[src/rtl/wave_osc_if.sv]
// ---------------------------------------------------------------------------
// wave_osc_if -- control and sample bus of the tone oscillator.
//
// Signals:
//   divider     [17:0] clk cycles per phase step, 0 halts the oscillator
//   mode        [1:0]  waveform: 0 square, 1 saw, 2 triangle, 3 sine
//   strobe             level, high while a note key is held
//   sample      [7:0]  registered unsigned audio sample, midscale 128
//   sample_tick        one-cycle pulse on every phase advance
//   active             high while the gate state machine is not IDLE
//   dbg_state   [1:0]  current gate state (observability only)
//
// Handshake: there is no valid/ready pair on this bus. divider, mode and
// strobe are plain levels sampled on every rising clk edge; the oscillator
// never back-pressures. sample is always valid, and sample_tick marks the
// edges on which it moved to a new phase.
//
// master: keypad/input stage (drives controls, observes outputs).
// slave : wave_osc.
// ---------------------------------------------------------------------------
interface wave_osc_if;
    logic [17:0] divider;
    logic [1:0]  mode;
    logic        strobe;
    logic [7:0]  sample;
    logic        sample_tick;
    logic        active;
    logic [1:0]  dbg_state;

    modport master (
        output divider, mode, strobe,
        input  sample, sample_tick, active, dbg_state
    );

    modport slave (
        input  divider, mode, strobe,
        output sample, sample_tick, active, dbg_state
    );
endinterface

[src/rtl/wave_osc.sv]
// ---------------------------------------------------------------------------
// wave_osc -- tone oscillator: phase counter, waveform synthesiser
// (square / saw / triangle / sine) and gate state machine.
//
// Ports:
//   clk   system clock
//   nrst  asynchronous active-low reset
//   osc   wave_osc_if.slave: divider, mode, strobe in;
//         sample, sample_tick, active, dbg_state out
//
// Parameters:
//   PHASE_W  phase accumulator width (>= 8); the waveform is addressed by
//            the top 8 phase bits, one period = 2^PHASE_W steps
//   ENV_DIV  clk cycles per envelope amplitude step (ENVELOPE_EN only)
//
// Optional feature macro: ENVELOPE_EN
//   Undefined: states IDLE/RUN, sample is the raw waveform.
//   Defined:   adds ATTACK/RELEASE states and an 8-bit amplitude that
//              scales the waveform around midscale.
// ---------------------------------------------------------------------------
module wave_osc #(
    parameter int PHASE_W = 8
`ifdef ENVELOPE_EN
    ,
    parameter int ENV_DIV = 1000
`endif
) (
    input  logic      clk,
    input  logic      nrst,
    wave_osc_if.slave osc
);

    typedef enum logic [1:0] {
        S_IDLE    = 2'd0,
        S_RUN     = 2'd1,
        S_ATTACK  = 2'd2,
        S_RELEASE = 2'd3
    } state_t;

    // First quadrant of round(127*sin(2*pi*i/256)), i = 0..63.
    localparam logic [6:0] SINE_ROM [64] = '{
        7'd0,   7'd3,   7'd6,   7'd9,   7'd12,  7'd16,  7'd19,  7'd22,
        7'd25,  7'd28,  7'd31,  7'd34,  7'd37,  7'd40,  7'd43,  7'd46,
        7'd49,  7'd51,  7'd54,  7'd57,  7'd60,  7'd63,  7'd65,  7'd68,
        7'd71,  7'd73,  7'd76,  7'd78,  7'd81,  7'd83,  7'd85,  7'd88,
        7'd90,  7'd92,  7'd94,  7'd96,  7'd98,  7'd100, 7'd102, 7'd104,
        7'd106, 7'd107, 7'd109, 7'd111, 7'd112, 7'd113, 7'd115, 7'd116,
        7'd117, 7'd118, 7'd120, 7'd121, 7'd122, 7'd122, 7'd123, 7'd124,
        7'd125, 7'd125, 7'd126, 7'd126, 7'd126, 7'd127, 7'd127, 7'd127
    };

    function automatic logic [7:0] wave_fn(input logic [7:0] ph, input logic [1:0] md);
        logic [5:0] idx;
        logic [7:0] mag;
        // Second and fourth quadrants walk the table backwards.
        idx = ph[6] ? ~ph[5:0] : ph[5:0];
        mag = {1'b0, SINE_ROM[idx]};
        case (md)
            2'd0:    wave_fn = ph[7] ? 8'd255 : 8'd0;
            2'd1:    wave_fn = ph;
            2'd2:    wave_fn = ph[7] ? {~ph[6:0], 1'b0} : {ph[6:0], 1'b0};
            default: wave_fn = ph[7] ? (8'd128 - mag) : (8'd128 + mag);
        endcase
    endfunction

    state_t             state_q, state_d;
    logic [PHASE_W-1:0] phase_q, phase_d;
    logic [17:0]        count_q, count_d;
    logic [7:0]         sample_q, sample_d;
    logic               tick_q, tick_d;
    logic               active_q;
    logic [7:0]         wave_nxt;
    logic [7:0]         shaped;

`ifdef ENVELOPE_EN
    localparam int ENV_W = (ENV_DIV > 1) ? $clog2(ENV_DIV) : 1;

    logic [7:0]       amp_q, amp_d;
    logic [ENV_W-1:0] env_cnt_q, env_cnt_d;
    logic             env_step;

    assign env_step = (env_cnt_q == ENV_W'(ENV_DIV - 1));
`endif

    // Next-state, phase counter and envelope.
    always_comb begin
        state_d = state_q;
        phase_d = phase_q;
        count_d = count_q;
        tick_d  = 1'b0;
`ifdef ENVELOPE_EN
        amp_d     = amp_q;
        env_cnt_d = env_cnt_q;

        case (state_q)
            S_IDLE: begin
                if (osc.strobe) begin
                    state_d   = S_ATTACK;
                    phase_d   = '0;
                    count_d   = '0;
                    env_cnt_d = '0;
                end
            end
            S_ATTACK: begin
                if (!osc.strobe) begin
                    state_d   = S_RELEASE;
                    env_cnt_d = '0;
                end else if (amp_q == 8'd255) begin
                    state_d = S_RUN;
                end else if (env_step) begin
                    env_cnt_d = '0;
                    amp_d     = amp_q + 8'd1;
                    if (amp_q == 8'd254) state_d = S_RUN;
                end else begin
                    env_cnt_d = env_cnt_q + ENV_W'(1);
                end
            end
            S_RUN: begin
                if (!osc.strobe) begin
                    state_d   = S_RELEASE;
                    env_cnt_d = '0;
                end
            end
            default: begin // S_RELEASE
                if (osc.strobe) begin
                    // Re-attack from the current amplitude; phase keeps going.
                    state_d   = S_ATTACK;
                    env_cnt_d = '0;
                end else if (amp_q == 8'd0) begin
                    state_d = S_IDLE;
                end else if (env_step) begin
                    env_cnt_d = '0;
                    amp_d     = amp_q - 8'd1;
                    if (amp_q == 8'd1) state_d = S_IDLE;
                end else begin
                    env_cnt_d = env_cnt_q + ENV_W'(1);
                end
            end
        endcase
`else
        case (state_q)
            S_IDLE: begin
                if (osc.strobe) begin
                    state_d = S_RUN;
                    phase_d = '0;
                    count_d = '0;
                end
            end
            S_RUN: begin
                if (!osc.strobe) state_d = S_IDLE;
            end
            default: state_d = S_IDLE;
        endcase
`endif

        // The phase only moves while the note stays sounding across the edge;
        // a note ending on a would-be step edge produces no tick.
        if ((state_q != S_IDLE) && (state_d != S_IDLE) && (osc.divider != 18'd0)) begin
            // >= rather than == so a shrinking divider wraps at once.
            if (count_q >= (osc.divider - 18'd1)) begin
                count_d = '0;
                phase_d = phase_q + PHASE_W'(1);
                tick_d  = 1'b1;
            end else begin
                count_d = count_q + 18'd1;
            end
        end

        if (state_d == S_IDLE) count_d = '0;
    end

    // Waveform of the phase being loaded this edge, so a phase step reaches
    // sample on the same edge.
    assign wave_nxt = wave_fn(phase_d[PHASE_W-1 -: 8], osc.mode);

`ifdef ENVELOPE_EN
    logic signed [8:0]  w_c, a_c;
    logic signed [17:0] prod;
    logic signed [9:0]  scaled;

    always_comb begin
        w_c    = $signed({1'b0, wave_nxt}) - 9'sd128;
        a_c    = $signed({1'b0, amp_d});
        prod   = 18'(w_c) * 18'(a_c);
        scaled = 10'(prod >>> 8) + 10'sd128;
        // Full amplitude is unity gain, so the sustained note hits 0..255.
        if (amp_d == 8'd255)          shaped = wave_nxt;
        else if (scaled < 10'sd0)     shaped = 8'd0;
        else if (scaled > 10'sd255)   shaped = 8'd255;
        else                          shaped = scaled[7:0];
    end
`else
    assign shaped = wave_nxt;
`endif

    assign sample_d = (state_d == S_IDLE) ? 8'd128 : shaped;

    always_ff @(posedge clk or negedge nrst) begin
        if (!nrst) begin
            state_q   <= S_IDLE;
            phase_q   <= '0;
            count_q   <= '0;
            sample_q  <= 8'd128;
            tick_q    <= 1'b0;
            active_q  <= 1'b0;
`ifdef ENVELOPE_EN
            amp_q     <= 8'd0;
            env_cnt_q <= '0;
`endif
        end else begin
            state_q   <= state_d;
            phase_q   <= phase_d;
            count_q   <= count_d;
            sample_q  <= sample_d;
            tick_q    <= tick_d;
            active_q  <= (state_q != S_IDLE);
`ifdef ENVELOPE_EN
            amp_q     <= amp_d;
            env_cnt_q <= env_cnt_d;
`endif
        end
    end

    assign osc.sample      = sample_q;
    assign osc.sample_tick = tick_q;
    assign osc.active      = active_q;
    assign osc.dbg_state   = state_q;

endmodule

[src/flat_wrapper.sv]
// flat-port wrapper written by rule: the top's interface ports become plain ports
module wave_osc_flat 
#(
    parameter int PHASE_W = 8

)
  (clk, nrst, osc_divider, osc_mode, osc_strobe, osc_sample, osc_sample_tick, osc_active, osc_dbg_state);
  wave_osc_if osc_i ();
  input  logic clk;
  input  logic nrst;
  input wire logic [$bits(osc_i.divider)-1:0] osc_divider;
  input wire logic [$bits(osc_i.mode)-1:0] osc_mode;
  input wire logic [$bits(osc_i.strobe)-1:0] osc_strobe;
  output wire logic [$bits(osc_i.sample)-1:0] osc_sample;
  output wire logic [$bits(osc_i.sample_tick)-1:0] osc_sample_tick;
  output wire logic [$bits(osc_i.active)-1:0] osc_active;
  output wire logic [$bits(osc_i.dbg_state)-1:0] osc_dbg_state;
  assign osc_i.divider = osc_divider;
  assign osc_i.mode = osc_mode;
  assign osc_i.strobe = osc_strobe;
  assign osc_sample = osc_i.sample;
  assign osc_sample_tick = osc_i.sample_tick;
  assign osc_active = osc_i.active;
  assign osc_dbg_state = osc_i.dbg_state;
  wave_osc #(.PHASE_W(PHASE_W)) u_core (.clk(clk), .nrst(nrst), .osc(osc_i));
endmodule
[config.mk]
export PLATFORM = sky130hd
export DESIGN_NAME = wave_osc_flat
export DESIGN_NICKNAME = d
export VERILOG_FILES = /design/src/rtl/wave_osc_if.sv /design/src/rtl/wave_osc.sv /design/src/flat_wrapper.sv
export SDC_FILE = /design/constraint.sdc
export NUM_CORES = 1
export LEC_CHECK = 0
export ABC_AREA = 1
export CELL_PAD_IN_SITES_DETAIL_PLACEMENT = 0
export CELL_PAD_IN_SITES_GLOBAL_PLACEMENT = 1
export CORE_MARGIN = 3
export CORE_UTILIZATION = 39
export DETAILED_ROUTE_END_ITERATION = 8
export PLACE_DENSITY = 0.82
export SLEW_MARGIN = 0
export SYNTH_ARGS = -nofsm -noshare
export SYNTH_HDL_FRONTEND = slang
export SYNTH_SLANG_ARGS = --single-unit
[constraint.sdc]
create_clock -name clk -period 3.2 [get_ports clk]
set_input_delay 0.96 -clock clk [delete_from_list [all_inputs] [get_ports clk]]
set_output_delay 0.96 -clock clk [all_outputs]
set_load 0.01 [all_outputs]
Word level (Yosys, flattened, before mapping)
Memories as Yosys holds them, arrays and structs flattened. Cells that the tools add are included.

Bits in registers: 38. ROM bits: 448. Input port bits: 23. Output and inout port bits: 12. Logic and storage cells: 53. Memories: 1.

Add/sub/neg operators: 5. Order comparisons: 2. Equal/unequal tests: 3. Multiplexer cells: 22. Bitwise logic cells: 3. Reduce and logical (&&, ||, !) cells: 11.

Memories: (name not given) (depth 64, bits a word 7, rd ports 1, clocked after Yosys merged registers in 0, write ports 0, line wave_osc.sv:57) `mag = {1'b0, SINE_ROM[idx]};`.

Operator list (count): $mux W18 (5); $mux W8 (8); $pmux W8 S3 (1); $add A18 B1 Y18 const B (1); $ge A18 B18 Y1 (1); $reduce_bool A18 Y1 (1); $sub A18 B1 Y18 const B (1); $mux W7 (2); $add A8 B1 Y8 const B (1); $add A8 B7 Y8 const A (1); $sub A8 B7 Y8 const A (1); $ge A7 B7 Y1 const B (1); $not A6 Y7 (1); $not A7 Y7 (1); $logic_not A2 Y1 (3); $mux W6 (1); $not A6 Y6 (1); $reduce_bool A3 Y1 (2); $eq A2 B1 Y1 const B (2); $mux W2 (2); $pmux W2 S2 (1); $reduce_bool A2 Y1 (2); $eq A2 B2 Y1 const B (1); $logic_and A1 B1 Y1 (2); other kinds (2) (3).

Depth between registers and ports, before layout
Depth in word-level cells: 16. Mapped depth: 42. Gate-level depth less buffers: 42.

Worst setup path before layout
OpenSTA, ideal clock, no wires.

Path type: input-to-reg. Start: input port osc_divider[1]. End: register u_core.sample_q[4], in the netlist u_core.osc.sample[4]. Library setup time: 117 ps. Arrival time: 4965 ps. Data required time: 3083 ps. Setup slack: -1882 ps. Stages on the path: 38. Path buffers: 2. Cells stage by stage: nor2_1 -> nand2_1 -> nor2_1 -> nand2_1 -> nor2_1 -> nand2_1 -> nor3_1 -> nand3_1 -> nor3_1 -> nand3_1 -> xor2_1 -> ha_1 -> nand2_1 -> nor2_1 -> nand3_1 -> nor2_1 -> nor2_2 -> nand3_4 -> [... 2 more ...] -> nand2_8 -> buf_8 -> nand3_2 -> nand2_4 -> inv_2 -> a21oi_2 -> nand2_1 -> nand3_1 -> nand3_1 -> nand2_2 -> ha_1 -> inv_1 -> nor2_2 -> nand2_1 -> nand2_1 -> nor2_1 -> o21ai_1 -> inv_1.

Elaborated cells between the ends (all ways): 20. Classes of those cells: add/sub: 3; order compare: 1; mux: 10; bitwise: 3; reduce/logical: 2; memory: 1.

RTL lines: start, declared (line flat_wrapper.sv:11) `input wire logic [$bits(osc_i.divider)-1:0] osc_divider;`; $sub A18 B1 Y18 (line wave_osc.sv:160) `if (count_q >= (osc.divider - 18'd1)) begin`; $ge A18 B18 Y1 (line wave_osc.sv:160); $mux W8 (line wave_osc.sv:160); $mux W8 (*) (line wave_osc.sv:158) `if ((state_q != S_IDLE) && (state_d != S_IDLE) && (osc.divider != 18'd0)) begin`; named net u_core.phase_d[6] (line wave_osc.sv:67) `logic [PHASE_W-1:0] phase_q, phase_d;`; $mux W6 (*) (line wave_osc.sv:56) `idx = ph[6] ? ~ph[5:0] : ph[5:0];`; $not A6 Y7 (not written as such) (*) (line wave_osc.sv:57); $mem_v2 Z64 W7 (*); $mux W7 (not written as such) (*) (2 in series) (line wave_osc.sv:57); $add A8 B7 Y8 or $sub A8 B7 Y8 (tied branches) (line wave_osc.sv:62) `default: wave_fn = ph[7] ? (8'd128 - mag) : (8'd128 + mag);`; $mux W8 (*) (line wave_osc.sv:62); $pmux W8 S3 (*) (line wave_osc.sv:58) `case (md)`; $mux W8 (*) (line wave_osc.sv:196) `assign sample_d = (state_d == S_IDLE) ? 8'd128 : shaped;`; named net u_core.sample_d[4] (line wave_osc.sv:69) `logic [7:0] sample_q, sample_d;`; end signal, assigned (line wave_osc.sv:214) `sample_q <= sample_d;`; end, declared (line wave_osc.sv:69).

The timed path passes the listed nets; every way through them passes the cells marked *. The select of a mux whose other input is x is not followed. A chain may end at the register's enable or synchronous reset.

Worst setup path in the final report
Start: input port osc_divider[1]. End: register u_core.sample_q[7], in the netlist u_core.osc.sample[7].

Cells in the longest elaborated chain, start to end: 14. Elaborated cells between the ends (all ways): 20. Classes of those cells: add/sub: 3; order compare: 1; mux: 10; bitwise: 3; reduce/logical: 2; memory: 1.

RTL lines (line): $sub A18 B1 Y18 (wave_osc.sv:160); $ge A18 B18 Y1 (wave_osc.sv:160); $mux W8 (wave_osc.sv:160); $mux W8 (*) (wave_osc.sv:158); $not A6 Y6 (wave_osc.sv:56); $mux W6 (wave_osc.sv:56); $not A6 Y7 (not written as such) (wave_osc.sv:57); $mem_v2 Z64 W7; $mux W7 (not written as such) (2 in series) (wave_osc.sv:57); $add A8 B7 Y8 or $sub A8 B7 Y8 (tied branches) (wave_osc.sv:62); $mux W8 (wave_osc.sv:62); $pmux W8 S3 (*) (wave_osc.sv:58); $mux W8 (*) (wave_osc.sv:196); named net u_core.sample_d[7] (wave_osc.sv:69).

Marks and branches as above.

==> impl_metrics.csv <==
group,metric,value,unit
run_status,status,"complete, but fails checks",
run_status,violations,"negative setup slack",
drt,first_iter_violations,287,
sta,clock_skew,0.0127,ns
synth,synthArstFlopShare,100,%
clock_tree,cts_tree,"done",
layout,layout_commonest_cell,"buf_4",
worst_setup_path,cpPeakStageDelay,0.31,ns
worst_setup_path,cp.arrival,5.20,ns
pwr,peakVddDrop,0.160,mV
synth,yosysUniqueCellTypes,52,
synth,postSynthAreaPerCell,6.95,µm²
sta,hold_violations,0,
layout,ff_latch_area,952,µm²
drt,wl_per_cell,14.3,µm
clock_tree,hold_buffers,0,
worst_setup_path,path_max_fanout,8,
sta,timing.hold.ws,0.614,ns
clock_tree,clk_path_buf_depth,2,
clock_tree,path_clk_slew,0.08,ns
pwr,p_leak,0.00308,µW
floorplanning,core,9820,µm²
synth,ys_seq_area_share,24.1,%
floorplanning,dieHeight,107,µm
placement,gp_congestion,0.856,
pwr,power_density,183,nW/µm²
worst_setup_path,crit_slowest_cell,"ha_1",
global_routing,antenna_found_initial,0,
worst_hold_path,hold_class,"register to register",
layout,antennaDiodeCount,0,
synth,yosys_register_bits,38,
global_routing,grt_pass1_wl,20.9,mm
global_routing,first_global_vias,4456,
global_routing,grt.overflow.total,0,
global_routing,grt_max_degree,39,
layout,multi_input_area,3300,µm²
synth,yosysWarnings,0,
sta,slew_headroom,40.0,%
synth,synth.area.top_cells,"dfrtp_1 23%, nand2_1 13%, nand3_1 7.2%, ha_1 7.0%, inv_1 6.1%",
worst_setup_path,start_kind,"input port",
sta,worst_slew_pin_slew,0.900,ns
clock_tree,clk_latency,0.31,ns
synth,synth_edf_count,0,
floorplanning,die_area,11400,µm²
drt,routed-via-count,4501,
worst_setup_path,worstSetupPathType,"input port to register",
drt,drc,0,
drt,drt_pass1_iterations,5,
floorplanning,initial_utilization,40.3,%
layout,utilization,66.7,%
synth,netlist_instances,569,
synth,syn_area,3950,µm²
synth,yosysTopAreaCell,"dfrtp_1",
global_routing,grt_use_total,22.6,%
sta,rsz0062_at_grt,"yes",
layout,area_growth,65.8,%
placement,portBuffers,34,
floorplanning,die_w,107,µm
run,maxCapViolCount,0,
clock_tree,clock-sinks,38,
drt,wl,12.8,mm
sta,fin_crit,4.94,ns
clock_tree,root_buffer,"clkbuf_8",
worst_setup_path,crit_required,3.46,ns
drt,via_per_inst,5.03,
clock_tree,cts_buffers,5,
layout,nFillCells,821,
synth,synth_top_area_share,23.4,%
worst_setup_path,end_kind,"register",
sta,post-route-period-util,154,%
layout,layout-drive-gt1-share,46.6,%
sta,drv_slew,0,
clock_tree,htreeDepth,2,
layout,final_nets,806,
synth,synthesis.nets,614,
sta,setup_viol,35,
floorplanning,ios,35,
floorplanning,placementRows,36,
synth,synth-main-ff-cell,"dfrtp_1",
sta,fin_ws,-1.74,ns
placement,hpwl,9.21,mm
layout,final_cell_mix,"130 x buf_4, 92 x nand2_1, 59 x inv_1",
sta,fmaxAchievable,202,MHz
drt,final_antenna_net_count,0,
-- layout make-up --
| type | count | share of cell area [%] |
|---|---|---|
| Inverter | 77 | 5.02 |
| Clock buffer | 5 | 1.05 |
| Timing Repair Buffer | 195 | 25.9 |
| Clock inverter | 3 | 0.611 |
| Sequential cell | 38 | 14.5 |
| Multi-Input combinational cell | 444 | 50.3 |
| Tap cell | 133 | 2.54 |
-- report_power, final --
group          internal [µW]  total, µW  switching (µW)
Combinational            131        278             147
Clock                    230        418             189
Sequential               492        499            7.33
-- per-stage QoR --
step / std cells / setup TNS, ns / power, µW / setup WS, ns / instance area [µm²]
CTS: 881 / -32.80 / 1180 / -1.85 / 6060
global route: 895 / -34.59 / 1260 / -2.05 / 6550
detailed placement: 849 / -51.27 / 747 / -2.53 / 5430
global placement: 849 / -47.92 / 740 / -2.44 / 5430
floorplan: 569 / -21.12 / 611 / -1.56 / 4080
finish: 895 / -26.74 / 1200 / -1.74 / 6550
-- cell usage after synthesis, types with 8 or more instances --
cell type	number
a21oi_1	33
inv_1	64
o21ai_0	12
nand2_2	19
dfrtp_1	37
nand3_1	57
nand2_1	136
nor2_1	41
nor3_1	21
o21ai_1	9
inv_2	8
ha_1	22
xor2_1	17
nand2_4	9
-- kinds of logic after synthesis --
kind of cell / Yosys count / share of synthesized area, %
AOI/OAI and AO/OA: 78 / 11.4
xor gates and xnor gates: 24 / 5.98
adders and majority gates: 22 / 6.96
buffers and inverters: 87 / 9.65
DFF: 38 / 24.1
other: 1 / 0.0948
and+or+nand+nor: 319 / 41.8
-- flip-flops by register name, indices dropped and copies added (netlist names) --
signal,cells
u_core.phase_q,8
u_core.osc.active,1
u_core.osc.sample_tick,1
u_core.osc.dbg_state,2
u_core.count_q,18
u_core.osc.sample,8
-- routing by layer --
| metal | wire, µm | global-route usage [%] | vias to the layer above | share of wire, % |
|---|---|---|---|---|
| met3 | 571 | 2.95 | 18 | 4.5 |
| li1 | - | - | 2254 | - |
| met2 | 6290 | 38.6 | 103 | 49 |
| met4 | 236 | 6.76 | 0 | 1.8 |
| met5 | 0 | 0 | - | 0 |
| met1 | 5700 | 29.9 | 2126 | 45 |
-- worst paths after layout --
path	startpoint	to	slack [ns]	depth (start not counted)
setup / recovery	osc_divider[1]	u_core.osc.sample[7]$_DFF_PN1_	-1.74	40
hold / removal	u_core.count_q[10]$_DFFE_PN0P_	u_core.count_q[10]$_DFFE_PN0P_	0.61	2
setup reg to reg	u_core.count_q[5]$_DFFE_PN0P_	u_core.osc.sample[7]$_DFF_PN1_	-0.31	28
hold reg to reg	u_core.count_q[10]$_DFFE_PN0P_	u_core.count_q[10]$_DFFE_PN0P_	0.61	2
max in group asynchronous	nrst	u_core.count_q[14]$_DFFE_PN0P_	1.86	1
min in group asynchronous	nrst	u_core.count_q[15]$_DFFE_PN0P_	0.77	1
-- critical path: cells and delay by family --
| family | cells | cell delay [ns] |
|---|---|---|
| buffers and inverters | 8 | 1.01 |
| adder cells (fa/ha/maj) | 1 | 0.31 |
| AND/OR/NAND/NOR | 30 | 2.75 |
| XOR/XNOR | 1 | 0.14 |
-- timing repair --
action | 4_1_cts | 5_1_grt
endpoints found under the setup margin | 35 | 35
setup buffers | 24 | 19
hold endpoints to repair | 0 | 0
pin swaps | 50 | 79
gates resized for setup | 115 | 97
Power figures use the tool's default switching activity.
